### src/rtl/fmrv32im_plic_v2.sv
`default_nettype none
// ============================================================================
// Module   : fmrv32im_plic_v2
// Brief    : Small fixed-priority interrupt controller for the fmrv32im core.
//            Per-source edge/level capture, enable mask, claim/complete
//            handshake with in-service tracking, registered INT_OUT.
//            Optional macro FMRV32IM_PLIC_SYNC_EN adds a two-flop input
//            synchroniser ahead of the sampling register (+2 cycles latency).
// Revision : 1.0 - initial release
// ============================================================================
module fmrv32im_plic_v2 #(
  parameter int NUM_SRC = 32
) (
  input  logic               CLK,
  input  logic               RST_N,
  input  logic               BUS_WE,
  input  logic               BUS_RE,
  input  logic [3:0]         BUS_ADDR,
  input  logic [31:0]        BUS_WDATA,
  output logic [31:0]        BUS_RDATA,
  input  logic [NUM_SRC-1:0] INT_IN,
  output logic               INT_OUT
);

  localparam logic [3:0]  c_ADDR_PENDING = 4'h0;
  localparam logic [3:0]  c_ADDR_ENABLE  = 4'h1;
  localparam logic [3:0]  c_ADDR_MODE    = 4'h2;
  localparam logic [3:0]  c_ADDR_CLAIM   = 4'h3;
  localparam logic [3:0]  c_ADDR_INSVC   = 4'h4;
  // Bits at or above NUM_SRC are forced to zero everywhere.
  localparam logic [31:0] c_SRC_MASK =
    (NUM_SRC >= 32) ? 32'hFFFF_FFFF : ((32'd1 << NUM_SRC) - 32'd1);

  logic [31:0] w_int_in32;
  logic [31:0] w_in_src;
  logic [31:0] r_s_in;
  logic [31:0] r_s_prev;
  logic [31:0] r_pending;
  logic [31:0] r_enable;
  logic [31:0] r_mode;
  logic [31:0] r_insvc;
  logic        r_int_out;

  logic        w_wr_pending;
  logic        w_wr_enable;
  logic        w_wr_mode;
  logic        w_wr_claim;
  logic        w_rd_claim;
  logic        w_claim_fire;
  logic [31:0] w_rise;
  logic [31:0] w_cand;
  logic [5:0]  w_claim_id;
  logic [31:0] w_claim_onehot;
  logic [31:0] w_claim_set;
  logic [31:0] w_cmp_onehot;
  logic [31:0] w_mode_next;
  logic [31:0] w_to_edge;
  logic [31:0] w_edge_clr;
  logic [31:0] w_pend_held;
  logic [31:0] w_pend_next;
  logic [31:0] w_insvc_next;

  // Widen the request lines to the full 32-bit register width.
  generate
    if (NUM_SRC >= 32) begin : g_in_full
      assign w_int_in32 = INT_IN;
    end else begin : g_in_pad
      assign w_int_in32 = {{(32-NUM_SRC){1'b0}}, INT_IN};
    end
  endgenerate

`ifdef FMRV32IM_PLIC_SYNC_EN
  logic [31:0] r_sync1;
  logic [31:0] r_sync2;

  // Two-flop synchroniser for asynchronous request lines.
  always_ff @(posedge CLK or negedge RST_N) begin
    if (!RST_N) begin
      r_sync1 <= 32'd0;
      r_sync2 <= 32'd0;
    end else begin
      r_sync1 <= w_int_in32;
      r_sync2 <= r_sync1;
    end
  end

  assign w_in_src = r_sync2;
`else
  assign w_in_src = w_int_in32;
`endif

  // Bus decode.
  assign w_wr_pending = BUS_WE && (BUS_ADDR == c_ADDR_PENDING);
  assign w_wr_enable  = BUS_WE && (BUS_ADDR == c_ADDR_ENABLE);
  assign w_wr_mode    = BUS_WE && (BUS_ADDR == c_ADDR_MODE);
  assign w_wr_claim   = BUS_WE && (BUS_ADDR == c_ADDR_CLAIM);
  assign w_rd_claim   = BUS_RE && (BUS_ADDR == c_ADDR_CLAIM);

  assign w_rise = r_s_in & ~r_s_prev & c_SRC_MASK;
  assign w_cand = r_pending & r_enable & ~r_insvc;

  // Fixed priority encoder: the loop runs high to low so the lowest index wins.
  always_comb begin
    w_claim_id     = 6'd0;
    w_claim_onehot = 32'd0;
    for (int i = 31; i >= 0; i--) begin
      if (w_cand[i]) begin
        w_claim_id     = 6'(i + 1);
        w_claim_onehot = 32'd1 << i;
      end
    end
  end

  // Decode the completion ID written to CLAIM; out-of-range IDs decode to nothing.
  always_comb begin
    w_cmp_onehot = 32'd0;
    for (int i = 0; i < 32; i++) begin
      w_cmp_onehot[i] = w_wr_claim && (BUS_WDATA == 32'(i + 1));
    end
    w_cmp_onehot = w_cmp_onehot & c_SRC_MASK;
  end

  assign w_claim_fire = w_rd_claim && (w_claim_id != 6'd0);
  assign w_claim_set  = w_claim_fire ? w_claim_onehot : 32'd0;

  // A bit moving from level to edge keeps only a genuine rising edge, so a
  // line already high does not leave a stale pending bit behind.
  assign w_mode_next = w_wr_mode ? (BUS_WDATA & c_SRC_MASK) : r_mode;
  assign w_to_edge   = w_mode_next & ~r_mode;

  // W1C and claim clear only edge sources; a simultaneous rising edge wins.
  assign w_edge_clr  = ((w_wr_pending ? BUS_WDATA : 32'd0) | w_claim_set) & r_mode;
  assign w_pend_held = (r_pending & ~w_edge_clr) | w_rise;
  assign w_pend_next = ((w_to_edge & w_rise) |
                        (~w_to_edge & ((r_mode & w_pend_held) | (~r_mode & r_s_in))))
                       & c_SRC_MASK;

  // Claim sets in-service; a matching complete clears it.
  assign w_insvc_next = ((r_insvc & ~w_cmp_onehot) | w_claim_set) & c_SRC_MASK;

  // Input sampling and edge history.
  always_ff @(posedge CLK or negedge RST_N) begin
    if (!RST_N) begin
      r_s_in   <= 32'd0;
      r_s_prev <= 32'd0;
    end else begin
      r_s_in   <= w_in_src & c_SRC_MASK;
      r_s_prev <= r_s_in;
    end
  end

  // Controller state: pending, enable, mode, in-service and the request output.
  always_ff @(posedge CLK or negedge RST_N) begin
    if (!RST_N) begin
      r_pending <= 32'd0;
      r_enable  <= 32'd0;
      r_mode    <= 32'd0;
      r_insvc   <= 32'd0;
      r_int_out <= 1'b0;
    end else begin
      r_pending <= w_pend_next;
      r_mode    <= w_mode_next;
      r_insvc   <= w_insvc_next;
      r_int_out <= |w_cand;
      if (w_wr_enable) begin
        r_enable <= BUS_WDATA & c_SRC_MASK;
      end
    end
  end

  assign INT_OUT = r_int_out;

  // Combinational read mux.
  always_comb begin
    BUS_RDATA = 32'd0;
    case (BUS_ADDR)
      c_ADDR_PENDING: BUS_RDATA = r_pending;
      c_ADDR_ENABLE:  BUS_RDATA = r_enable;
      c_ADDR_MODE:    BUS_RDATA = r_mode;
      c_ADDR_CLAIM:   BUS_RDATA = {26'd0, w_claim_id};
      c_ADDR_INSVC:   BUS_RDATA = r_insvc;
      default:        BUS_RDATA = 32'd0;
    endcase
  end

endmodule
`default_nettype wire
### config.mk
export PLATFORM = sky130hd
export DESIGN_NAME = fmrv32im_plic_v2
export DESIGN_NICKNAME = d
export VERILOG_FILES = /design/src/rtl/fmrv32im_plic_v2.sv
export SDC_FILE = /design/constraint.sdc
export NUM_CORES = 1
export LEC_CHECK = 0
export CORE_MARGIN = 5
export CORE_UTILIZATION = 55
export DETAILED_ROUTE_END_ITERATION = 8
export MAX_ROUTING_LAYER = met4
export PLACE_DENSITY_LB_ADDON = 0.3
export SLEW_MARGIN = 20
export SYNTH_ARGS = -nofsm -noshare
export SYNTH_HDL_FRONTEND = slang
export SYNTH_SLANG_ARGS = --single-unit
### constraint.sdc
create_clock -name CLK -period 4.2 [get_ports CLK]
set_input_delay 0.42 -clock CLK [delete_from_list [all_inputs] [get_ports CLK]]
set_output_delay 0.42 -clock CLK [all_outputs]
set_load 0.01 [all_outputs]
=== Yosys cells after proc, flatten, opt, wreduce, memory -nomap -nowiden ===
Cells that the tools add are included.

* Register bits: 193
* Bits in latches: 0
* Memory bits (writable): 0
* Bits in read-only memories: 0
* Input bits: 72
* Output and inout bits: 33
* Word-level logic and storage cells: 174
* Memories kept: 0

* Add/subtract/negate cells: 0
* $mul: 0
* Divide/modulo/power cells: 0
* Order comparisons: 0
* Equality and inequality tests: 36
* Shift operators: 0
* Multiplexer cells: 68
* Bitwise gates (word level): 22
* Reduce and logical (&&, ||, !) cells: 41

{| class="wikitable"
|+ Operators by type and width
! kind !! number
|-
| two-way mux 32 bit || 35
|-
| == test 32 x 5 -> 1 bit (second input constant) || 16
|-
| bitwise AND 32 bit || 11
|-
| == test 32 x 4 -> 1 bit (second input constant) || 8
|-
| two-way mux 6 bit || 32
|-
| inverter 32 bit || 6
|-
| OR 32 bit || 5
|-
| one-hot mux 32 bit (5 select lines) || 1
|-
| == test 32 x 3 -> 1 bit (second input constant) || 4
|-
| == test 32 x 2 -> 1 bit (second input constant) || 2
|-
| logical AND 1 bit || 38
|-
| == test 32 x 1 -> 1 bit (second input constant) || 1
|-
| == test 32 x 6 -> 1 bit (second input constant) || 1
|-
| OR reduction 32 bit || 1
|-
| == test 4 x 2 -> 1 bit (second input constant) || 2
|-
| nonzero test 6 bit || 1
|-
| == test 4 x 1 -> 1 bit (second input constant) || 1
|-
| == test 4 x 3 -> 1 bit (second input constant) || 1
|-
| zero test 4 bit || 1
|}

=== Depth between registers and ports, before layout ===
* Depth after elaboration: 46
* Depth in mapped cells: 9
* Depth with buffers taken out: 7

=== Worst setup path before layout ===
No wires, ideal clock.

* Path type: register to output
* Start point: register r_pending[25]
* End point: output port BUS_RDATA[5]
* Arrival time: 1,902 ps
* Required time: 3,780 ps
* Path slack: 1,878 ps
* Stages on the path, launching flop included: 7
* Path buffers: 0
* Path through: dfrtp_1 > nand3b_1 > and4_1 > nand2_1 > nor4_1 > nand4b_1 > o311ai_0

* Longest elaborated chain between the ends: 29

{| class="wikitable"
|+ Ends and longest elaborated chain
! what !! RTL line !! source
|-
| from (decl) || 38 || <nowiki>logic [31:0] r_pending;</nowiki>
|-
| from (signal assigned) || 161 || <nowiki>r_pending <= w_pend_next;</nowiki>
|-
| bitwise AND 32 bit (2 in series) || 100 || <nowiki>assign w_cand = r_pending & r_enable & ~r_insvc;</nowiki>
|-
| two-way mux 6 bit (26 in series) || 107 || <nowiki>if (w_cand[i]) begin</nowiki>
|-
| one-hot mux 32 bit (5 select lines) || 176 || <nowiki>case (BUS_ADDR)</nowiki>
|-
| to (decl) || 20 || <nowiki>output logic [31:0] BUS_RDATA,</nowiki>
|}

No other way between the ends.

=== Worst setup path in the final report ===
Ends and elaborated chain as after synthesis.

==> flow_summary.json <==
{
  "rsz0062_at_grt": "false",
  "power.density_nw_per_um2": 461,
  "hp-start": "r_s_in[5]",
  "detail_route.drc_violations": 0,
  "layout_setup_ws_ns": 0.400,
  "initial_core_util_pct": 55.9,
  "fin_nets": 1079,
  "worstSetupStartpointType": "flip-flop",
  "drt_wl_total_um": 25400,
  "syn_area_um2": 8850,
  "core_um2": 15800,
  "synth_nets": 975,
  "fp.dieW_um": 137,
  "vias": 7771,
  "firstDrtPassIters": 6,
  "crit_start": "r_pending[25]",
  "finalHoldViolCount": 0,
  "avgSynthCellArea_um2": 9.80,
  "synth_edf_count": 0,
  "r2r_start": "r_pending[13]",
  "p_leak_nw": 4.85,
  "post-route-period-util_pct": 90.5,
  "multi_input_area_um2": 3810,
  "diodes": 0,
  "synth_cell_types": 56,
  "path_cells": "nand3b_1, and4_1, nand2_1, nor4_1, nand4b_1, o311ai_0, clkdlybuf4s50_1",
  "port_buffers": 104,
  "critPathTopFamily": "simple AND/OR/NAND/NOR gates",
  "finish.utilization_pct": 68.2,
  "report.final.slew_viol_count": 0,
  "cap_violations": 0,
  "cts_sinks": 193,
  "die_h_um": 137,
  "cts.path.max_buffers": 2,
  "slew_headroom_pct": 48.2,
  "wl_per_cell_um": 20.6,
  "status": "finished clean",
  "fillerInstances": 1217,
  "synth_warnings": 0,
  "fin_crit_ns": 3.80,
  "worstMarginPinSlew_ns": 0.770,
  "critPathBufInv": 1,
  "fin_skew_ns": 0.0121,
  "first_iter_violations": 926,
  "grt_pass1_vias": 7346,
  "worst_hold_slack_ns": 0.370,
  "grt_pass1_wl_um": 39600,
  "rows": 46,
  "synthArstFlopShare_pct": 100,
  "drive_above_1_share_pct": 9.24,
  "grt_max_degree": 127,
  "critPathCaptureType": "output pin",
  "track_usage_pct": 28.3,
  "cts_buffers": 17,
  "syn_inst": 903,
  "yosysSeqAreaShare_pct": 54.6,
  "irDropWorstVdd_mv": 0.424,
  "critPathKind": "flip-flop to output pin",
  "area_delta_synth_final_pct": 22.0,
  "clock-root-buffer": "clkbuf_16",
  "setup_viol": 0,
  "hold-path-cell-count": 0,
  "postCtsSetupRepairBufs": 0,
  "ant_nets": 0,
  "cts_tree": "done",
  "grt-ovfl-total": 0,
  "htreeDepth": 4,
  "required_ns": 3.78,
  "hold_path_class": "flip-flop to flip-flop",
  "clk_latency_ns": 0.44,
  "seqCellArea_um2": 4830,
  "die_area_um2": 18700,
  "post-place-ws_ns": 0.895,
  "tns_ns": 0,
  "fmax_mhz": 263,
  "critPathArrivalTime_ns": 3.38,
  "final_cell_mix": "228 x nand2_1, 193 x dfrtp_1, 103 x clkdlybuf4s50_1",
  "final_common_cell": "nand2_1",
  "slowest_delay_ns": 0.63,
  "rr_worst_depth": 7,
  "gp_congestion": 0.994,
  "slowest_stage": "clkdlybuf4s50_1",
  "post-dp-hpwl_um": 17200,
  "ys.flop_type": "dfrtp_1",
  "io_pins": 105,
  "path_depth": 7,
  "ys_ff_latch": 193,
  "antenna_found_initial": 0,
  "r2r_setup_slack_ns": 1.48,
  "cts.reportedPaths.clkPinSlew_ns": 0.07,
  "crit_fanout": 7,
  "vias_per_cell": 6.30
}
[cell type report]
cell class | count | area share (%)
Sequential cell | 193 | 44.7
Multi-Input combinational cell | 650 | 35.3
Timing Repair Buffer | 120 | 11.1
Clock buffer | 19 | 4.10
Tap cell | 216 | 2.50
Clock inverter | 10 | 1.39
Inverter | 25 | 0.869
[worst paths after layout]
path	to
max reg2reg	r_insvc[0]
min in group asynchronous	r_mode[9]
min reg2reg	r_s_prev[5]
max	BUS_RDATA[5]
min	r_s_prev[5]
max in group asynchronous	r_insvc[1]
[layer usage]
metal | vias to the layer above | wire length [um] | global-route usage (%)
met5 | - | 0 | -
met4 | 0 | 448 | 8.87
met3 | 44 | 2200 | 5.40
met2 | 393 | 11800 | 42.1
met1 | 3849 | 11000 | 39.9
li1 | 3485 | - | -
[state kept, by name, summed over array words and instances (netlist names)]
signal and flops:
r_pending 32, r_enable 32, INT_OUT 1, r_s_prev 32, r_s_in 32, r_insvc 32
r_mode 32
[cells in the mapped netlist, types with 8 or more instances]
| master | n | share of area (%) |
|---|---|---|
| a21o_1 | 10 | 0.85 |
| a21oi_1 | 38 | 2.1 |
| a222oi_1 | 32 | 3.6 |
| a22o_1 | 8 | 0.79 |
| and3_1 | 12 | 0.85 |
| and3b_1 | 15 | 1.5 |
| clkbuf_1 | 26 | 1.1 |
| dfrtp_1 | 193 | 55 |
| inv_1 | 25 | 1.1 |
| mux2_2 | 32 | 4.1 |
| nand2_1 | 228 | 9.7 |
| nand2b_1 | 11 | 0.78 |
| nand3_1 | 14 | 0.79 |
| nand3b_1 | 27 | 2.3 |
| nand4_1 | 17 | 1.2 |
| nor2_1 | 19 | 0.81 |
| nor4_1 | 9 | 0.64 |
| o21ai_0 | 91 | 5.1 |
[where the power goes]
group	internal, mW	total [mW]	switching (mW)
combinational	0.443	0.987	0.543
sequential	2.11	2.33	0.218
clock	0.953	1.67	0.713
[through the flow]
step | std cells | instance area, um^2 | power, mW
2_1_floorplan | 903 | 8850 | 2.91
3_3_place_gp | 1202 | 10200 | 3.29
3_5_place_dp | 1202 | 10200 | 3.32
4_1_cts | 1231 | 10800 | 4.98
5_1_grt | 1233 | 10800 | 5.21
6_report | 1233 | 10800 | 4.98
[logic make-up (layout without fill, tap and decap cells)]
family / Yosys count / count (layout) / synth area share (%)
buffers and inverters: 60 / 174 / 2.57
muxes: 32 / 32 / 4.07
DFF: 193 / 193 / 54.6
AOI/OAI and AO/OA: 220 / 220 / 16.2
and+or+nand+nor: 398 / 398 / 22.6
[repair_timing]
item | 4_1_cts | 5_1_grt
resized for setup | 0 | 0
hold buffers | 0 | 1
hold endpoints to repair | 0 | 29
Note: power is estimated with default switching activity, not from simulation.
